**src/rtl/rot_tile_wide.sv**
```systemverilog
// Rotatable WIDTH-bit logic tile: orientation/function from a serial shadow config chain
// with explicit commit, scannable state register and an optional registered loop breaker.
module rot_tile_wide #(
   parameter int unsigned WIDTH = 4,
   parameter bit          LB    = 1'b1
) (
   input  logic             clk,
   input  logic             rst,
   input  logic             cfg_shift,
   input  logic             cfg_in,
   input  logic             cfg_commit,
   output logic             cfg_out,
   input  logic             in_se,
   input  logic             in_sc,
   output logic             out_sc,
   input  logic             in_lb,
   input  logic [WIDTH-1:0] in_t,
   input  logic [WIDTH-1:0] in_r,
   input  logic [WIDTH-1:0] in_b,
   input  logic [WIDTH-1:0] in_l,
   output logic [WIDTH-1:0] out_t,
   output logic [WIDTH-1:0] out_r,
   output logic [WIDTH-1:0] out_b,
   output logic [WIDTH-1:0] out_l
);

   localparam int unsigned CFG_W = 5;

   logic [CFG_W-1:0] shadow_q, shadow_d;
   logic [1:0]       fn_q;
   logic             d_q, h_q, v_q;
   logic [WIDTH-1:0] st_q, st_d;

   logic [WIDTH-1:0] vt, vb, hr, hl, dh, dv;
   logic [WIDTH-1:0] gn_raw, gh_raw, gn, gh, oh, ov;

   // Shadow chain shifts freely; the active config only moves on commit (pre-shift shadow).
   always_comb begin
      shadow_d = shadow_q;
      if (cfg_shift) shadow_d = {shadow_q[CFG_W-2:0], cfg_in};
   end

   always_ff @(posedge clk or posedge rst) begin
      if (rst) begin
         shadow_q <= '0;
         fn_q     <= 2'b00;
         d_q      <= 1'b0;
         h_q      <= 1'b0;
         v_q      <= 1'b0;
      end else begin
         shadow_q <= shadow_d;
         if (cfg_commit) {fn_q, d_q, h_q, v_q} <= shadow_q;
      end
   end

   assign cfg_out = shadow_q[CFG_W-1];

   assign vt = v_q ? in_b : in_t;
   assign vb = v_q ? in_t : in_b;
   assign hr = h_q ? in_l : in_r;
   assign hl = h_q ? in_r : in_l;
   assign dh = d_q ? vt : hl;
   assign dv = d_q ? hl : vt;

   always_comb begin
      gn_raw = '0;
      case (fn_q)
         2'b00:   gn_raw = ~(hr & vb);
         2'b01:   gn_raw = ~(hr | vb);
         2'b10:   gn_raw = hr ^ vb;
         default: gn_raw = hr & vb;
      endcase
   end

   assign gh_raw = dh;

   // Truncating the concatenation drops the old MSB, which also covers WIDTH=1.
   always_comb begin
      st_d = dv;
      if (in_se) st_d = WIDTH'({st_q, in_sc});
   end

   always_ff @(posedge clk or posedge rst) begin
      if (rst) st_q <= '0;
      else     st_q <= st_d;
   end

   assign out_sc = st_q[WIDTH-1];

   generate
      if (LB) begin : g_lb_reg
         logic [WIDTH-1:0] gn_q, gh_q;

         always_ff @(posedge clk or posedge rst) begin
            if (rst) begin
               gn_q <= '0;
               gh_q <= '0;
            end else if (!in_lb) begin
               gn_q <= gn_raw;
               gh_q <= gh_raw;
            end
         end

         assign gn = gn_q;
         assign gh = gh_q;
      end else begin : g_lb_comb
         logic unused_lb;
         assign unused_lb = in_lb;
         assign gn        = gn_raw;
         assign gh        = gh_raw;
      end
   endgenerate

   assign oh    = d_q ? gn : st_q;
   assign ov    = d_q ? st_q : gn;
   assign out_t = v_q ? gh : ov;
   assign out_b = v_q ? ov : gh;
   assign out_r = h_q ? oh : gh;
   assign out_l = h_q ? gh : oh;

endmodule

```
**config.mk**
```make
export PLATFORM = sky130hd
export DESIGN_NAME = rot_tile_wide
export DESIGN_NICKNAME = d
export VERILOG_FILES = /design/src/rtl/rot_tile_wide.sv
export SDC_FILE = /design/constraint.sdc
export NUM_CORES = 1
export LEC_CHECK = 0
export CAP_MARGIN = 10
export CORE_MARGIN = 2
export CORE_UTILIZATION = 52
export DETAILED_ROUTE_END_ITERATION = 16
export PLACE_DENSITY = 0.85
export SLEW_MARGIN = 20
export SYNTH_ARGS = -nofsm -noshare
export SYNTH_HDL_FRONTEND = slang
export SYNTH_SLANG_ARGS = --single-unit
```
**constraint.sdc**
```tcl
create_clock -name clk -period 3.7 [get_ports clk]
set_input_delay 0.74 -clock clk [delete_from_list [all_inputs] [get_ports clk]]
set_output_delay 0.74 -clock clk [all_outputs]
set_load 0.01 [all_outputs]
```
==> results.md <==
* Area of the mapped netlist at 1600 um^2
* Drt initial violations at 74
* TritonRoute pass-1 iters at 4
* Skew-Pair Late Insertion Delay at 320 ps
* Area share of the largest cell type after synthesis at 34.3%
* Final Util at 67.8%
* First-pass GRT wire length at 5640 um
* Final GP Congestion at 0.760
* Total CTS buffers at 3
* ANT nets after route at 0
* Core Area at 3000 um^2
* CTS tree: done
* Antenna cells at 0
* Nets@finish at 228
* Commonest cells post-synth: mux2i_1 (28), mux2_2 (25), dfrtp_1 (22)
* # hold bufs at CTS at 0
* Worst VDD drop at 0.000287 V
* CP Capture Type: primary output
* EDFF count, synth at 0
* Startpoint types: flop
* Max_slew headroom at 42.4%
* P_leak at 0.942 nW
* Initial Util at 53.4%
* Pin count of the biggest net entering global routing at 25
* Max Clk Rate at 327 MHz
* Worst Path Arrival at 2320 ps
* Cells after Synth at 160
* CP Max Fanout at 17
* Maxcap violations at 0
* Die footprint at 3550 um^2
* Antenna violations before repair at 0
* Vias in the first global route at 1,276
* Die width at 59.5 um
* Register area share after synthesis at 34.3%
* Clock skew at 2.17 ps
* Post-Syn Area per Cell at 10.0 um^2
* Fill count at 243
* PostCTS Resize Cnt at 0
* Vias per cell at 5.54
* Crit Path Category: reg2out
* Post-DP HPWL at 2600 um
* Fin crit share at 82.8%
* PwrDens at 543 nW/um^2
* Final Instance Area at 2040 um^2
* Dpl cell area at 1980 um^2
* WL per Instance at 14.8 um
* Final cell count without fillers at 228
* Most used DFF post-synth: dfrtp_1
* Status: finished clean
* FFs w/ async S/R, synth at 100%
* Tmin final at 3060 ps
* Syn_nets at 192
* Most frequent cell after synthesis: mux2i_1
* Measured slew at the worst slew-check pin at 864 ps
* Top cells by area, synth: dfrtp_1 (34%), mux2_2 (18%), mux2i_1 (17%)
* Yosys reg bits at 22
* Area growth from synthesis to layout at 27.0%
* Die height at 59.5 um
* Inst Count DP at 224
* Clock Path Buffers at 2
* Number of distinct library cells after synthesis at 18
* DRT Wirelength at 3380 um
* H-tree depth at 1
* Synth area leader: dfrtp_1
* Root buffer cell: clkbuf_4
* Critical Path RT at 2960 ps
* Sink Count at 22
* DRC errors left at 0
* Routed vias at 1,264
* Port bufs at 41
* Row cnt at 20
* RSZ-0062 raised after global routing: false
* Hold Path Class: reg2reg
* Final Hold Fails at 0
* GRT Overall Usage at 21.1%
* Overflow after GRT at 0
* Layout cells sized above 1 at 15.4%
* Clock slew at reported path FFs at 130 ps
* Setup tns final at 0 ps
* I/O Pins at 42
* Pins over their slew limit at 0
* Post-CTS Setup Bufs at 0
* Final Setup Violations at 0
* Ys Warns at 0
==> cells in the final DEF, fill, tap and decap left out, drive strengths merged <==
cell,Yosys,routed
a21oi,8,8
a22oi,4,4
bufinv,0,1
clkbuf,2,3
clkdlybuf4s50,0,41
dfrtp,22,22
ha,8,8
inv,17,17
mux2,26,26
mux2i,28,28
nand2,12,12
nor2,8,8
nor2b,1,1
o21ai,12,12
o31ai,4,4
==> power by group <==
part / total (mW) / switching (mW) / internal, mW
registers: 0.409 / 0.109 / 0.300
clock network: 0.190 / 0.0803 / 0.110
logic: 0.507 / 0.196 / 0.311
total: 1.11 / 0.386 / 0.721
==> worst paths after layout <==
check,from,to,slack [ps],depth (start not counted)
worst min-delay path,g_lb_reg.gh_q[0],g_lb_reg.gh_q[0],520,2
worst max-delay path,d_q,out_r[1],640,4
max in group asynchronous,rst,g_lb_reg.gn_q[2],2310,2
worst min register to register,g_lb_reg.gh_q[0],g_lb_reg.gh_q[0],520,2
worst max register to register,h_q,g_lb_reg.gn_q[3],1520,6
min in group asynchronous,rst,shadow_q[0],870,2
==> metrics by stage <==
step / power (mW) / setup WS [ps] / hold slack, ps
final: 1.11 / 637 / 524
after global routing: 1.18 / 491 / 555
after CTS: 1.11 / 631 / 530
after detailed placement: 0.922 / 996 / 497
after floorplan: 0.709 / 1940 / 464
after global placement: 0.891 / 1080 / 496
==> routing by layer <==
layer	part of all wire [%]	wire length (um)	vias to the layer above	GRT usage (%)
met2	50	1700	34	38.6
li1	-	-	623	-
met3	3.1	105	9	1.97
met1	44	1470	598	24.6
met4	3.0	101	0	9.52
met5	0	0	-	0
==> kinds of logic (layout without fill, tap and decap cells) <==
kind of cell	count (synthesis)	count (layout)	synth area share (%)
adders and majority gates	8	8	6.24
and+or+nand+nor	21	21	5.07
AOI/OAI and AO/OA	28	28	9.98
DFF	22	22	34.3
muxes	54	54	36.0
buffers and inverters	27	62	8.42
==> layout make-up <==
class                      instances  area, um^2  area share (%)
multi-input combinational        111         918            45.1
sequential                        22         551            27.0
timing repair buffer              41         410            20.1
inverter                          17        63.8            3.13
tap                               33        41.3            2.03
clock inverter                     1        30.0            1.47
clock buffer                       3        22.5            1.11
==> worst max-delay path, stage by stage (launching register included) <==
cell	delay, ps
dfrtp_1	890
mux2_2	430
nand2_1	60
o21ai_0	100
clkdlybuf4s50_1	520
==> state kept, by name, indices dropped and copies added, names as in the netlist <==
signal and flops:
d_q 1, fn_q 2, g_lb_reg.gh_q 4, g_lb_reg.gn_q 4, h_q 1, shadow_q 5, st_q 4, v_q 1
(Power assumes the default switching activity.)
